==> config.mk <==
export PLATFORM = sky130hd
export DESIGN_NAME = reset_sequencer
export DESIGN_NICKNAME = d
export VERILOG_FILES = /design/src/rtl/reset_sequencer_pkg.sv /design/src/rtl/reset_sequencer_sync_2ff.sv /design/src/rtl/reset_sequencer.sv
export SDC_FILE = /design/constraint.sdc
export NUM_CORES = 1
export LEC_CHECK = 0
export ABC_AREA = 0
export CORE_AREA = 2 2 94 69
export DETAILED_ROUTE_END_ITERATION = 8
export DIE_AREA = 0 0 96 71
export PLACE_DENSITY = 0.39
export RECOVER_POWER = 50
export SLEW_MARGIN = 20
export SYNTH_ARGS = -nofsm -noshare
export SYNTH_HDL_FRONTEND = slang
export SYNTH_HIERARCHICAL = 1
export SYNTH_SLANG_ARGS = --single-unit
==> constraint.sdc <==
create_clock -name clk_core -period 3.1 [get_ports clk_core]
set_input_delay 0.465 -clock clk_core [delete_from_list [all_inputs] [get_ports clk_core]]
set_output_delay 0.465 -clock clk_core [all_outputs]
set_load 0.02 [all_outputs]
==> src/rtl/reset_sequencer_pkg.sv <==
// ============================================================================
// Module : reset_sequencer_pkg
// Brief  : Shared state encoding for the reset sequencer and its debug port.
// Rev    : 1.0
// ============================================================================
`default_nettype none

package reset_sequencer_pkg;

  typedef enum logic [1:0] {
    RS_WAIT_LOCK = 2'd0,
    RS_DELAY     = 2'd1,
    RS_RELEASE   = 2'd2,
    RS_RUN       = 2'd3
  } rs_state_t;

endpackage

`default_nettype wire

==> src/rtl/reset_sequencer_sync_2ff.sv <==
// ============================================================================
// Module : sync_2ff
// Brief  : 1-bit two-flop synchroniser with asynchronous active-low clear.
// Rev    : 1.0
// ============================================================================
`default_nettype none

module sync_2ff (
  input  logic clk,
  input  logic reset_n,
  input  logic d,
  output logic q
);

  logic r_meta;
  logic r_sync;

  always_ff @(posedge clk or negedge reset_n) begin
    if (!reset_n) begin
      r_meta <= 1'b0;
      r_sync <= 1'b0;
    end else begin
      r_meta <= d;
      r_sync <= r_meta;
    end
  end

  assign q = r_sync;

endmodule

`default_nettype wire

==> src/rtl/reset_sequencer.sv <==
// ============================================================================
// Module : reset_sequencer
// Brief  : Filters PLL lock, waits a programmable delay, then releases the
//          core reset domains one at a time in ascending bit order.
// Rev    : 1.0
// ============================================================================
`default_nettype none

module reset_sequencer
  import reset_sequencer_pkg::*;
#(
  parameter int CHANNELS    = 2,
  parameter int LOCK_FILTER = 4,
  parameter int DELAY       = 128,
  parameter int STAGGER     = 16,
  parameter int RELOCK_MODE = 1,
  parameter int FAULT_BITS  = 4
) (
  input  logic                  clk_core,
  input  logic                  reset_n,
  input  logic                  pll_locked,
  input  logic                  sw_reset,
  output logic [CHANNELS-1:0]   core_reset_n,
  output logic                  ready,
  output logic [1:0]            state,
  output logic [FAULT_BITS-1:0] lock_loss_cnt
);

  localparam int c_filt_w = $clog2(LOCK_FILTER + 1);
  localparam int c_dly_w  = $clog2(DELAY + 1);
  localparam int c_stg_w  = $clog2(STAGGER + 1);
  localparam int c_ch_w   = $clog2(CHANNELS + 1);

  localparam logic [c_filt_w-1:0] c_filt_last = c_filt_w'(LOCK_FILTER - 1);
  localparam logic [c_dly_w-1:0]  c_dly_last  = c_dly_w'(DELAY - 1);
  localparam logic [c_stg_w-1:0]  c_stg_last  = c_stg_w'(STAGGER - 1);
  localparam logic [c_ch_w-1:0]   c_ch_last   = c_ch_w'(CHANNELS - 1);

  logic                  w_lock_s;
  rs_state_t             r_state,    w_state_nxt;
  logic [c_filt_w-1:0]   r_filt,     w_filt_nxt;
  logic [c_dly_w-1:0]    r_dly,      w_dly_nxt;
  logic [c_stg_w-1:0]    r_stg,      w_stg_nxt;
  logic [c_ch_w-1:0]     r_ch,       w_ch_nxt;
  logic [CHANNELS-1:0]   r_core_rst, w_core_rst_nxt;
  logic                  r_ready,    w_ready_nxt;
  logic [FAULT_BITS-1:0] r_cnt,      w_cnt_nxt;
  logic [CHANNELS-1:0]   w_rel_bit;

  sync_2ff u_lock_sync (
    .clk     (clk_core),
    .reset_n (reset_n),
    .d       (pll_locked),
    .q       (w_lock_s)
  );

  assign w_rel_bit = CHANNELS'(1) << r_ch;

  always_ff @(posedge clk_core or negedge reset_n) begin
    if (!reset_n) begin
      r_state    <= RS_WAIT_LOCK;
      r_filt     <= '0;
      r_dly      <= '0;
      r_stg      <= '0;
      r_ch       <= '0;
      r_core_rst <= '0;
      r_ready    <= 1'b0;
      r_cnt      <= '0;
    end else begin
      r_state    <= w_state_nxt;
      r_filt     <= w_filt_nxt;
      r_dly      <= w_dly_nxt;
      r_stg      <= w_stg_nxt;
      r_ch       <= w_ch_nxt;
      r_core_rst <= w_core_rst_nxt;
      r_ready    <= w_ready_nxt;
      r_cnt      <= w_cnt_nxt;
    end
  end

  // Lock loss is always tested before sw_reset so it wins when both occur.
  always_comb begin
    w_state_nxt    = r_state;
    w_filt_nxt     = r_filt;
    w_dly_nxt      = r_dly;
    w_stg_nxt      = r_stg;
    w_ch_nxt       = r_ch;
    w_core_rst_nxt = r_core_rst;
    w_ready_nxt    = r_ready;
    w_cnt_nxt      = r_cnt;
    case (r_state)
      RS_WAIT_LOCK: begin
        if (!w_lock_s) begin
          w_filt_nxt = '0;
        end else if (r_filt == c_filt_last) begin
          w_state_nxt = RS_DELAY;
          w_dly_nxt   = '0;
        end else begin
          w_filt_nxt = r_filt + 1'b1;
        end
      end
      RS_DELAY: begin
        if (!w_lock_s) begin
          w_state_nxt    = RS_WAIT_LOCK;
          w_filt_nxt     = '0;
          w_core_rst_nxt = '0;
        end else if (sw_reset) begin
          w_dly_nxt = '0;
        end else if (r_dly == c_dly_last) begin
          w_core_rst_nxt[0] = 1'b1;
          if (CHANNELS == 1) begin
            w_state_nxt = RS_RUN;
            w_ready_nxt = 1'b1;
          end else begin
            w_state_nxt = RS_RELEASE;
            w_stg_nxt   = '0;
            w_ch_nxt    = c_ch_w'(1);
          end
        end else begin
          w_dly_nxt = r_dly + 1'b1;
        end
      end
      RS_RELEASE: begin
        if (!w_lock_s) begin
          w_state_nxt    = RS_WAIT_LOCK;
          w_filt_nxt     = '0;
          w_core_rst_nxt = '0;
          w_ready_nxt    = 1'b0;
        end else if (sw_reset) begin
          w_state_nxt    = RS_DELAY;
          w_dly_nxt      = '0;
          w_core_rst_nxt = '0;
          w_ready_nxt    = 1'b0;
        end else if (r_stg == c_stg_last) begin
          w_core_rst_nxt = r_core_rst | w_rel_bit;
          w_ch_nxt       = r_ch + 1'b1;
          w_stg_nxt      = '0;
          if (r_ch == c_ch_last) begin
            w_state_nxt = RS_RUN;
            w_ready_nxt = 1'b1;
          end
        end else begin
          w_stg_nxt = r_stg + 1'b1;
        end
      end
      RS_RUN: begin
        if ((RELOCK_MODE != 0) && !w_lock_s) begin
          w_state_nxt    = RS_WAIT_LOCK;
          w_filt_nxt     = '0;
          w_core_rst_nxt = '0;
          w_ready_nxt    = 1'b0;
          if (r_cnt != {FAULT_BITS{1'b1}}) begin
            w_cnt_nxt = r_cnt + 1'b1;
          end
        end else if (sw_reset) begin
          w_state_nxt    = RS_DELAY;
          w_dly_nxt      = '0;
          w_core_rst_nxt = '0;
          w_ready_nxt    = 1'b0;
        end
      end
      default: begin
        w_state_nxt = RS_WAIT_LOCK;
      end
    endcase
  end

  assign core_reset_n  = r_core_rst;
  assign ready         = r_ready;
  assign state         = r_state;
  assign lock_loss_cnt = r_cnt;

endmodule

`default_nettype wire

Yosys cells after proc, flatten, opt, wreduce, memory -nomap -nowiden
Index checks and enable logic that the tools add are counted.
{ "classes": {"add_sub_neg": 5, "eq_ne": 27, "shifts": 1, "mux": 55, "bitwise_logic": 2, "reduce_logical": 15} }
{ "op_table": {"columns": ["op", "n"], "rows": [
  ["two-way mux 8 bit", 7],
  ["two-way mux 2 bit", 22],
  ["two-way mux 5 bit", 6],
  ["one-hot mux 8 bit (3 select lines)", 1],
  ["!= test 3 bit (second input constant)", 5],
  ["!= test 2 bit (second input constant)", 7],
  ["AND reduction 7 bit", 2],
  ["!= test 4 bit (second input constant)", 3],
  ["AND reduction 6 bit", 2],
  ["two-way mux 1 bit", 10],
  ["!= test 2 x 1 -> 1 bit (second input constant)", 5],
  ["one-hot mux 5 bit (2 select lines)", 1],
  ["two-way mux 3 bit", 3],
  ["adder 8 x 1 -> 8 bit (second input constant)", 1],
  ["== test 8 x 7 -> 1 bit (second input constant)", 1],
  ["one-hot mux 2 bit (4 select lines)", 1],
  ["AND reduction 4 bit", 2],
  ["one-hot mux 2 bit (3 select lines)", 1],
  ["one-hot mux 3 bit (2 select lines)", 1],
  ["adder 5 x 1 -> 5 bit (second input constant)", 1],
  ["== test 5 x 4 -> 1 bit (second input constant)", 1],
  ["AND reduction 5 bit", 1],
  ["adder 4 x 1 -> 4 bit (second input constant)", 1],
  ["== test 2 x 1 -> 1 bit (second input constant)", 2],
  ["other kinds (16)", 18]
]} }
{ "word_totals": {"reg_bits": 29, "in_bits": 4, "wordCells": 116} }

Longest topological paths before layout
Gate-level depths: netlist of the first run.
{ "logic_depth": {"depth_word": 6, "depth_mapped": 7} }

Modules after synthesis
The synthesis of the first run kept the hierarchy.
{ "modules_own_cells": {"columns": ["mod", "instances", "cells_per_inst", "area_each_um2"], "rows": [
  ["reset_sequencer", 1, 144, 1491.4],
  ["sync_2ff", 1, 2, 50.0]
]} }

Least setup slack after synthesis of the first run
No wires, ideal clock.
{ "synth_timing": {"path_kind": "flip-flop to flip-flop", "start": "register r_filt[0]", "end": "register r_dly[3]", "setup_time_ps": 123, "t_arrival_ps": 1452, "setup_slack_ps": 1526, "path_stages_with_launch": 7, "synth_period_minus_slack_ps": 1574, "path_cell_list": "dfrtp_1 ha_1 ha_1 o31ai_2 and2b_4 a41oi_1 nor2_1"} }
{ "synth_via": {"elab_chain_cells": 3} }
{ "synth_rtl": {"columns": ["item", "line_no", "source"], "rows": [
  ["start, declared", "reset_sequencer.sv:41", "logic [c_filt_w-1:0] r_filt, w_filt_nxt;"],
  ["start signal, assigned", "reset_sequencer.sv:71", "r_filt <= w_filt_nxt;"],
  ["== test 3 x 2 -> 1 bit", "reset_sequencer.sv:95", "end else if (r_filt == c_filt_last) begin"],
  ["!= test 2 bit (no source line)", null, null],
  ["AND reduction 6 bit (no source line)", null, null],
  ["end signal, assigned", "reset_sequencer.sv:72", "r_dly <= w_dly_nxt;"],
  ["end, declared", "reset_sequencer.sv:42", "logic [c_dly_w-1:0] r_dly, w_dly_nxt;"]
]} }
Every way passes these cells.
A chain may end at the register's enable or synchronous reset.

==> results_dict.tcl, run 1 <==
set metrics [dict create \
    cts_resized 0 \
    dp_cells 233 \
    rrSetupSlack_ps 1260 \
    chipWidth_um 96 \
    die_h_um 71 \
    ioPinCount 13 \
    cp_slowest_cell "clkbuf_1" \
    dpl_cell_area_sq_um 1740 \
    place_hpwl_um 2210 \
    ys_async_sr_fraction_pct 100 \
    synth_top_family_by_area "simple AND/OR/NAND/NOR gates" \
    crit_family "buffers and inverters" \
    clk_latency_ps 280 \
    fmax_mhz 487 \
    gp_congestion 0.753 \
    antenna_cells 0 \
    crit_buf_inv 2 \
    holdPathStages 0 \
    yosysWarningCount 6 \
    drt-initial-drc-count 57 \
    layout.nets 173 \
    tns_ps 0 \
    register_area_sq_um 726 \
    synth_xor_area_share_pct 2.27 \
    ant_nets 0 \
    synth_nets 157 \
    hold_viol_final 0 \
    vias_per_cell 4.84 \
    regToRegEndpoint "r_ch[1]" \
    p_leak_nw 0.813 \
    antenna_found_initial 0 \
    dieArea_sq_um 6820 \
    finalCritPeriodShare_pct 66.2 \
    slew_headroom_pct -7.14 \
    violations "capacitance limit, slew limit" \
    final_layout_size_suffix_gt1_share_pct 11.7 \
    yosys_register_bits 29 \
    post_cts_buffers 0 \
    initial_utilization_pct 25.8 \
    globalRouteOverflowTotal 0 \
    path_cells "dlygate4sd3_1 -> clkbuf_1" \
    cp_data_arrival_time_ps 2150 \
    fill_cells 608 \
    p_total_mw 0.995 \
    synthFlopType "dfrtp_1" \
    fin_hold_ws_ps 346 \
    synth_top_area_cell "dfrtp_1" \
    io_buffers 12 \
    drt_pass1_iterations 4 \
    ctsHoldBuffers 0 \
    vias 1166 \
    reg2reg_from "r_dly[0]" \
    rows 24 \
    synthTopCellsByArea "dfrtp_1 47%, ha_1 5.7%, a21oi_1 3.9%" \
    startpoint_type "primary input" \
    instances_no_fill 241 \
    clk_path_buf_depth 2 \
    grt_setup_unrepaired "false" \
    drt-wirelength-per-cell_um 12.7 \
    final_cell_area_sq_um 1830 \
    worstMarginPinSlew_ps 1610 \
    multi_input_area_sq_um 763 \
    synthesis.instances 146 \
    clk_pin_slew_worst_paths_ps 60 \
    clockRootBuffer "clkbuf_8" \
    path_class "primary input to async pin" \
    htreeDepth 2 \
    clkSinkCount 29 \
    status "complete, but fails checks" \
    powerDensity_nw_per_um2 544 \
    hp-class "flop to flop" \
    routed_wirelength_um 3070 \
    numCtsBuffers 5 \
    required_ps 3200 \
    avgSynthCellArea_sq_um 10.6 \
    drc 0 \
    ys_types 48 \
    syn_area_sq_um 1540 \
    holdPathEnd "u_lock_sync/q" \
    synth.top_cell.area_share_pct 47.1 \
    worst_clock_skew_ps 5.06 \
    syn_to_final_growth_pct 18.8 \
    synth-edff-count 0 \
    max_cap_violations 1 \
    min_from "u_lock_sync/r_meta" \
    worst-path-max-fanout 29 \
    setup_viol 0 \
    vdd.ir_drop.worst_uv 223 \
    core_area_sq_um 5980 \
    grt_util_all_layers_pct 10.3 \
    synth_simple_gate_area_share_pct 21.7 \
    reg2regPathDepth 5 \
    slowest_delay_ps 1160 \
    synthAdderAreaFrac_pct 5.68 \
    grt_max_degree 30 \
    synth_mux_area_share_pct 2.11 \
    slew_viol_final 30 \
    grt_pass1_vias 1166 \
    end_kind "async pin" \
    cts_tree "yes" \
    fin_crit_ps 2050 \
    ys_seq_area_share_pct 47.1 \
    synth_compound_gate_area_share_pct 18.1 \
    grt_pass1_wl_um 5430 \
]
## cells in the final DEF (no fill, tap or decap), types with 3 or more instances in the layout
| cell | count |
|---|---|
| o21ai_1 | 3 |
| nand2b_1 | 5 |
| clkbuf_8 | 7 |
| nand2_1 | 7 |
| nand3_1 | 6 |
| o21ai_0 | 4 |
| clkdlybuf4s50_1 | 10 |
| inv_1 | 5 |
| ha_1 | 7 |
| nor3_1 | 4 |
| a21oi_1 | 12 |
| o31ai_1 | 3 |
| dfrtp_1 | 29 |
| a21o_1 | 3 |
| nor2_1 | 10 |
## layer usage
metal / wire (um) / global-route usage, %
met1: 1500 / 13.6
met4: 48 / 5.56
met5: 0 / 0
met3: 117 / 3.09
met2: 1400 / 15.2
## final cells by class
| type | instances | share of cell area, % |
|---|---|---|
| clock buffer | 7 | 5.26 |
| clock inverter | 1 | 0.273 |
| inverter | 5 | 1.03 |
| multi-input combinational | 108 | 41.7 |
| sequential | 29 | 39.6 |
| tap | 78 | 5.33 |
| timing repair buffer | 13 | 6.77 |
## stage by stage
| stage | util, % | setup slack [ps] |
|---|---|---|
| CTS | 30.8 | 1030 |
| floorplan | - | 1530 |
| global placement | 29.1 | 1110 |
| global route | 30.6 | 617 |
| finish | 30.6 | 1050 |
| detailed placement | 29.1 | 1120 |
## cells by family after synthesis
kind of cell               count (synthesis)
xor gates and xnor gates                   4
DFF                                       29
buffers and inverters                      9
adders and majority gates                  7
muxes                                      3
AOI/OAI and AO/OA                         41
and+or+nand+nor                           53
## state kept, by name, summed over array words and instances (netlist names)
register,flops
r_dly,8
r_stg,5
lock_loss_cnt,4
r_filt,3
core_reset_n,2
r_ch,2
state,2
ready,1
u_lock_sync/q,1
u_lock_sync/r_meta,1
## synth_stat cells (3+ instances only)
library cell	count
a21o_1	3
a21oi_1	12
dfrtp_1	29
ha_1	7
inv_1	5
nand2_1	7
nand2b_1	5
nand3_1	5
nor2_1	10
nor3_1	4
o21ai_0	4
o21ai_1	3
o31ai_1	3
## how the worst max path moves through the flow
stage / from / end / slack, ps / cells past startpoint
after floorplan: r_filt[0] / r_dly[3] / 1530 / 6
after CTS: state[1] / state[1] / 1030 / 1
final: reset_n / u_lock_sync/r_meta / 1050 / 2
after global routing: reset_n / lock_loss_cnt[2] / 620 / 2
after global placement: sw_reset / r_dly[0] / 1110 / 5
after detailed placement: sw_reset / r_dly[0] / 1120 / 5
## report_power, final
part           switching, mW  internal (mW)  total [mW]
combinational         0.0897         0.0839       0.174
clock                  0.148          0.200       0.348
sequential            0.0512          0.422       0.473
Note: power is estimated with default switching activity, not from simulation.
==> run 2, diff against run 1 <==
Clock period 3.1 ns to 1.9 ns, I/O delays scaled along.
==> run 2 against run 1 <==
  * Critical path type is now flop to flop
  * Largest power group unchanged
  * The flow now finishes without violations
  * Design area grew 0.75%
  * Via count down 0.43%
  * Sequential share of layout area decreased by 0.16 points
==> results_dict.tcl, run 2 (synthesized netlist as in run 1, its figures left out) <==
set metrics [dict create \
    p_leak_nw 0.818 \
    vias_per_cell 4.80 \
    final_cell_area_sq_um 1840 \
    p_clk_share_pct 34.4 \
    vdd.ir_drop.worst_uv 294 \
    clk_pin_slew_worst_paths_ps 60 \
    grt_max_degree 30 \
    finalCritPeriodShare_pct 92.4 \
    cp_data_arrival_time_ps 1920 \
    grt_pass1_vias 1145 \
    clockRootBuffer "clkbuf_8" \
    pwr-share-comb_pct 17.9 \
    htreeDepth 2 \
    drt-initial-drc-count 62 \
    clkSinkCount 29 \
    io_buffers 12 \
    post_cts_buffers 0 \
    grt_setup_unrepaired "false" \
    fin_util_pct 30.9 \
    min_from "u_lock_sync/r_meta" \
    netSwitchingPower_mw 0.469 \
    fill_cells 602 \
    numCtsBuffers 5 \
    dieArea_sq_um 6820 \
    internal-power_mw 1.16 \
    holdPathStages 0 \
    cts_tree "yes" \
    place_hpwl_um 2440 \
    gp_congestion 0.777 \
    reg2reg_from "r_filt[0]" \
    vias 1161 \
    powerDensity_nw_per_um2 882 \
    worst_slack_ps 145 \
    drt-wirelength-per-cell_um 13.8 \
    path_cells "ha_1 -> ha_1 -> o31ai_2 -> nand2b_1 -> nor4_1 -> a21o_1" \
    chipWidth_um 96 \
    routed_wirelength_um 3350 \
    dp_cells 234 \
    end_kind "flop" \
    crit_family "simple AND/OR/NAND/NOR gates" \
    instances_no_fill 242 \
    switching_share_pct 28.9 \
    clk_path_buf_depth 2 \
    power_frac_seq_pct 47.7 \
    die_h_um 71 \
    grt_util_all_layers_pct 11.1 \
    slowest_delay_ps 400 \
    fin_hold_ws_ps 355 \
    path_class "flop to flop" \
    drc 0 \
    crit_path_start "r_filt[0]" \
    regToRegEndpoint "r_dly[5]" \
    fmax_mhz 570 \
    slew_viol_final 0 \
    layout.nets 174 \
    max_cap_violations 0 \
    tns_ps 0 \
    globalRouteOverflowTotal 0 \
    rows 24 \
    regMostFlops "r_dly" \
    largest_reg_flops 8 \
    worst-path-max-fanout 8 \
    cp_slowest_cell "dfrtp_1" \
    initial_utilization_pct 25.8 \
    startpoint_type "flop" \
    clk_latency_ps 280 \
    final_layout_size_suffix_gt1_share_pct 14.0 \
    ant_nets 0 \
    final_cell_mix "27 x dfrtp_1, 12 x a21oi_1, 11 x nor2_1" \
    grt_pass1_wl_um 5640 \
    holdPathEnd "u_lock_sync/q" \
    rrSetupSlack_ps 150 \
    fin_crit_ps 1750 \
    preCtsSetupSlack_ps 79.5 \
    hold_viol_final 0 \
    core_area_sq_um 5980 \
    required_ps 2070 \
    syn_to_final_growth_pct 19.6 \
    status "completed" \
    drt_pass1_iterations 4 \
    hp-class "flop to flop" \
    setup_viol 0 \
    ioPinCount 13 \
    worstMarginPinSlew_ps 738 \
    antenna_cells 0 \
    cp_common_cell "ha_1" \
    dpl_cell_area_sq_um 1750 \
    antenna_found_initial 0 \
    slew_headroom_pct 50.8 \
    final_common_cell "dfrtp_1" \
    p_total_mw 1.63 \
    crit_buf_inv 0 \
    reg2regPathDepth 6 \
    worst_clock_skew_ps 8.94 \
]
==> run 2: repair_timing <==
action | CTS | global route
hold buffers | 0 | 0
resized for setup | 0 | 2
setup endpoints to repair | 0 | 2
==> run 2: metal layers <==
metal,GRT usage [%],wire length (um)
met1,14.8,1640
met2,16.1,1500
met3,3.30,134
met4,5.71,79
met5,0,0
==> run 2: how the worst max path moves through the flow <==
stage	cells past startpoint	to	slack, ps
3_5_place_dp	5	r_dly[1]	80
3_3_place_gp	5	r_dly[0]	110
4_1_cts	1	state[1]	20
2_1_floorplan	6	r_dly[3]	330
6_report	6	r_dly[5]	150
5_1_grt	6	r_dly[5]	50
==> run 2: cell type report <==
| cell class | instances | area (sq um) | share of cell area, % |
|---|---|---|---|
| clock buffer | 7 | 96.3 | 5.22 |
| multi-input combinational | 108 | 766 | 41.5 |
| clock inverter | 1 | 5.00 | 0.271 |
| inverter | 5 | 18.8 | 1.02 |
| timing repair buffer | 14 | 133 | 7.19 |
| sequential | 29 | 728 | 39.5 |
| tap | 78 | 97.6 | 5.29 |
==> run 2: power by group through the flow <==
stage | Clock [mW] | Sequential (mW) | Combinational [mW]
floorplan | 0 | 0.755 | 0.230
global placement | 0 | 0.778 | 0.284
global route | 0.619 | 0.785 | 0.334
CTS | 0.587 | 0.773 | 0.300
finish | 0.559 | 0.775 | 0.292
detailed placement | 0 | 0.784 | 0.298
==> run 3, diff against run 2 <==
Clock period 1.9 ns to 1.7 ns, I/O delays scaled along.
==> run 3 against run 2 <==
  * Sequential share of layout area shrank 2.0 points
  * Worst hold slack lost 3.4 ps
  * Total power rose by 15%
  * Routed wire length up 1.0%
  * Fmax is 9.1% higher
  * Clock power is 11% higher
  * Flip-flop and latch count did not move
  * Utilization grew 1.7 points
  * Critical endpoint is now r_dly[3]
  * Sequential power up 11%
  * First-iteration DRC count rose by 8.1%
==> results_dict.tcl, run 3 (synthesized netlist as in run 1, its figures left out) <==
set metrics [dict create \
    dieArea_sq_um 6820 \
    end_kind "flop" \
    worst-path-max-fanout 6 \
    antenna_cells 0 \
    die_h_um 71 \
    path_cells "ha_1 -> ha_2 -> o31ai_4 -> and2b_4 -> a41oi_1 -> nor2_1" \
    drt_pass1_iterations 4 \
    fin_hold_ws_ps 351 \
    final_common_cell "dfrtp_1" \
    finalCritPeriodShare_pct 94.6 \
    path_class "flop to flop" \
    ant_nets 0 \
    clk_pin_slew_worst_paths_ps 60 \
    worst_slack_ps 91.5 \
    vias 1204 \
    final_cell_area_sq_um 1940 \
    startpoint_type "flop" \
    clk_latency_ps 280 \
    grt_util_all_layers_pct 11.2 \
    grt_pass1_vias 1171 \
    vias_per_cell 4.74 \
    final_layout_size_suffix_gt1_share_pct 21.6 \
    numCtsBuffers 5 \
    rrSetupSlack_ps 90 \
    reg2regPathDepth 6 \
    layout.nets 186 \
    holdPathStages 0 \
    ioPinCount 13 \
    multi_input_area_sq_um 782 \
    antenna_found_initial 0 \
    setup_viol 0 \
    drt-wirelength-per-cell_um 13.3 \
    fill_cells 621 \
    powerDensity_nw_per_um2 962 \
    p_leak_nw 0.878 \
    holdPathEnd "u_lock_sync/q" \
    globalRouteOverflowTotal 0 \
    regMostFlops "r_dly" \
    chipWidth_um 96 \
    final_cell_mix "27 x dfrtp_1, 13 x buf_4, 12 x a21oi_1" \
    htreeDepth 2 \
    clkSinkCount 29 \
    clk_path_buf_depth 2 \
    routed_wirelength_um 3380 \
    cts_tree "yes" \
    initial_utilization_pct 25.8 \
    dpl_cell_area_sq_um 1840 \
    drt-initial-drc-count 67 \
    cp_data_arrival_time_ps 1770 \
    slowest_delay_ps 390 \
    core_area_sq_um 5980 \
    crit_path_start "r_filt[0]" \
    drc 0 \
    grt_max_degree 30 \
    grt_pass1_wl_um 5840 \
    largest_reg_flops 8 \
    hold_viol_final 0 \
    required_ps 1860 \
    gp_congestion 0.792 \
    slew_viol_final 0 \
    syn_to_final_growth_pct 26.1 \
    fin_crit_ps 1610 \
    fmax_mhz 622 \
    worst_clock_skew_ps 8.48 \
    slew_headroom_pct 51.0 \
    hp-class "flop to flop" \
    place_hpwl_um 2510 \
    io_buffers 12 \
    reg2reg_from "r_filt[0]" \
    min_from "u_lock_sync/r_meta" \
    vdd.ir_drop.worst_uv 314 \
    clockRootBuffer "clkbuf_8" \
    preCtsSetupSlack_ps -71.3 \
    regToRegEndpoint "r_dly[3]" \
    fin_util_pct 32.5 \
    register_area_sq_um 728 \
    cp_slowest_cell "dfrtp_1" \
    rows 24 \
    status "completed" \
    worstMarginPinSlew_ps 735 \
    max_cap_violations 0 \
    grt_setup_unrepaired "false" \
]
run 3: layout make-up:
type	count	area share (%)
Multi-Input combinational cell	108	40.2
Sequential cell	29	37.5
Timing Repair Buffer	26	11.1
Tap cell	78	5.02
Clock buffer	7	4.96
Inverter	5	0.966
Clock inverter	1	0.258
run 3: through the flow:
stage               total power [mW]  instances  TNS, ps
floorplan                       1.10        146        0
global placement                1.25        246    -36.3
detailed placement              1.26        246     -159
CTS                             1.91        254        0
global route                    2.00        254        0
finish                          1.87        254        0
run 3: layer usage:
metal | up-vias | wire length (um) | GRT usage [%]
met4 | 0 | 46 | 4.29
met3 | 4 | 75 | 3.19
met1 | 592 | 1770 | 16.3
met2 | 13 | 1500 | 15.6
li1 | 595 | - | -
met5 | - | 0 | 0
run 3: worst max-delay path, delay by kind of cell (launching register included):
family | cells | cell delay [ps]
compound gates | 2 | 390
simple gates | 2 | 320
flops | 1 | 390
fa+ha+maj | 2 | 400
run 3: where the power goes:
| part | switching [mW] | internal (mW) |
|---|---|---|
| Clock | 0.253 | 0.365 |
| Combinational | 0.186 | 0.208 |
| Sequential | 0.0858 | 0.771 |
run 3: what timing repair did:
item | in CTS | in global routing
resized for setup | 5 | 2
endpoints found under the setup margin | 5 | 4
hold buffers | 0 | 0
setup buffers | 0 | 0
run 3: worst max-delay path by stage:
stage | endpoint | cells past startpoint | slack (ps)
floorplan | r_dly[3] | 6 | 130
global placement | r_dly[0] | 5 | -20
detailed placement | r_dly[1] | 5 | -70
CTS | r_dly[3] | 6 | 20
global route | r_filt[1] | 6 | 10
finish | r_dly[3] | 6 | 90
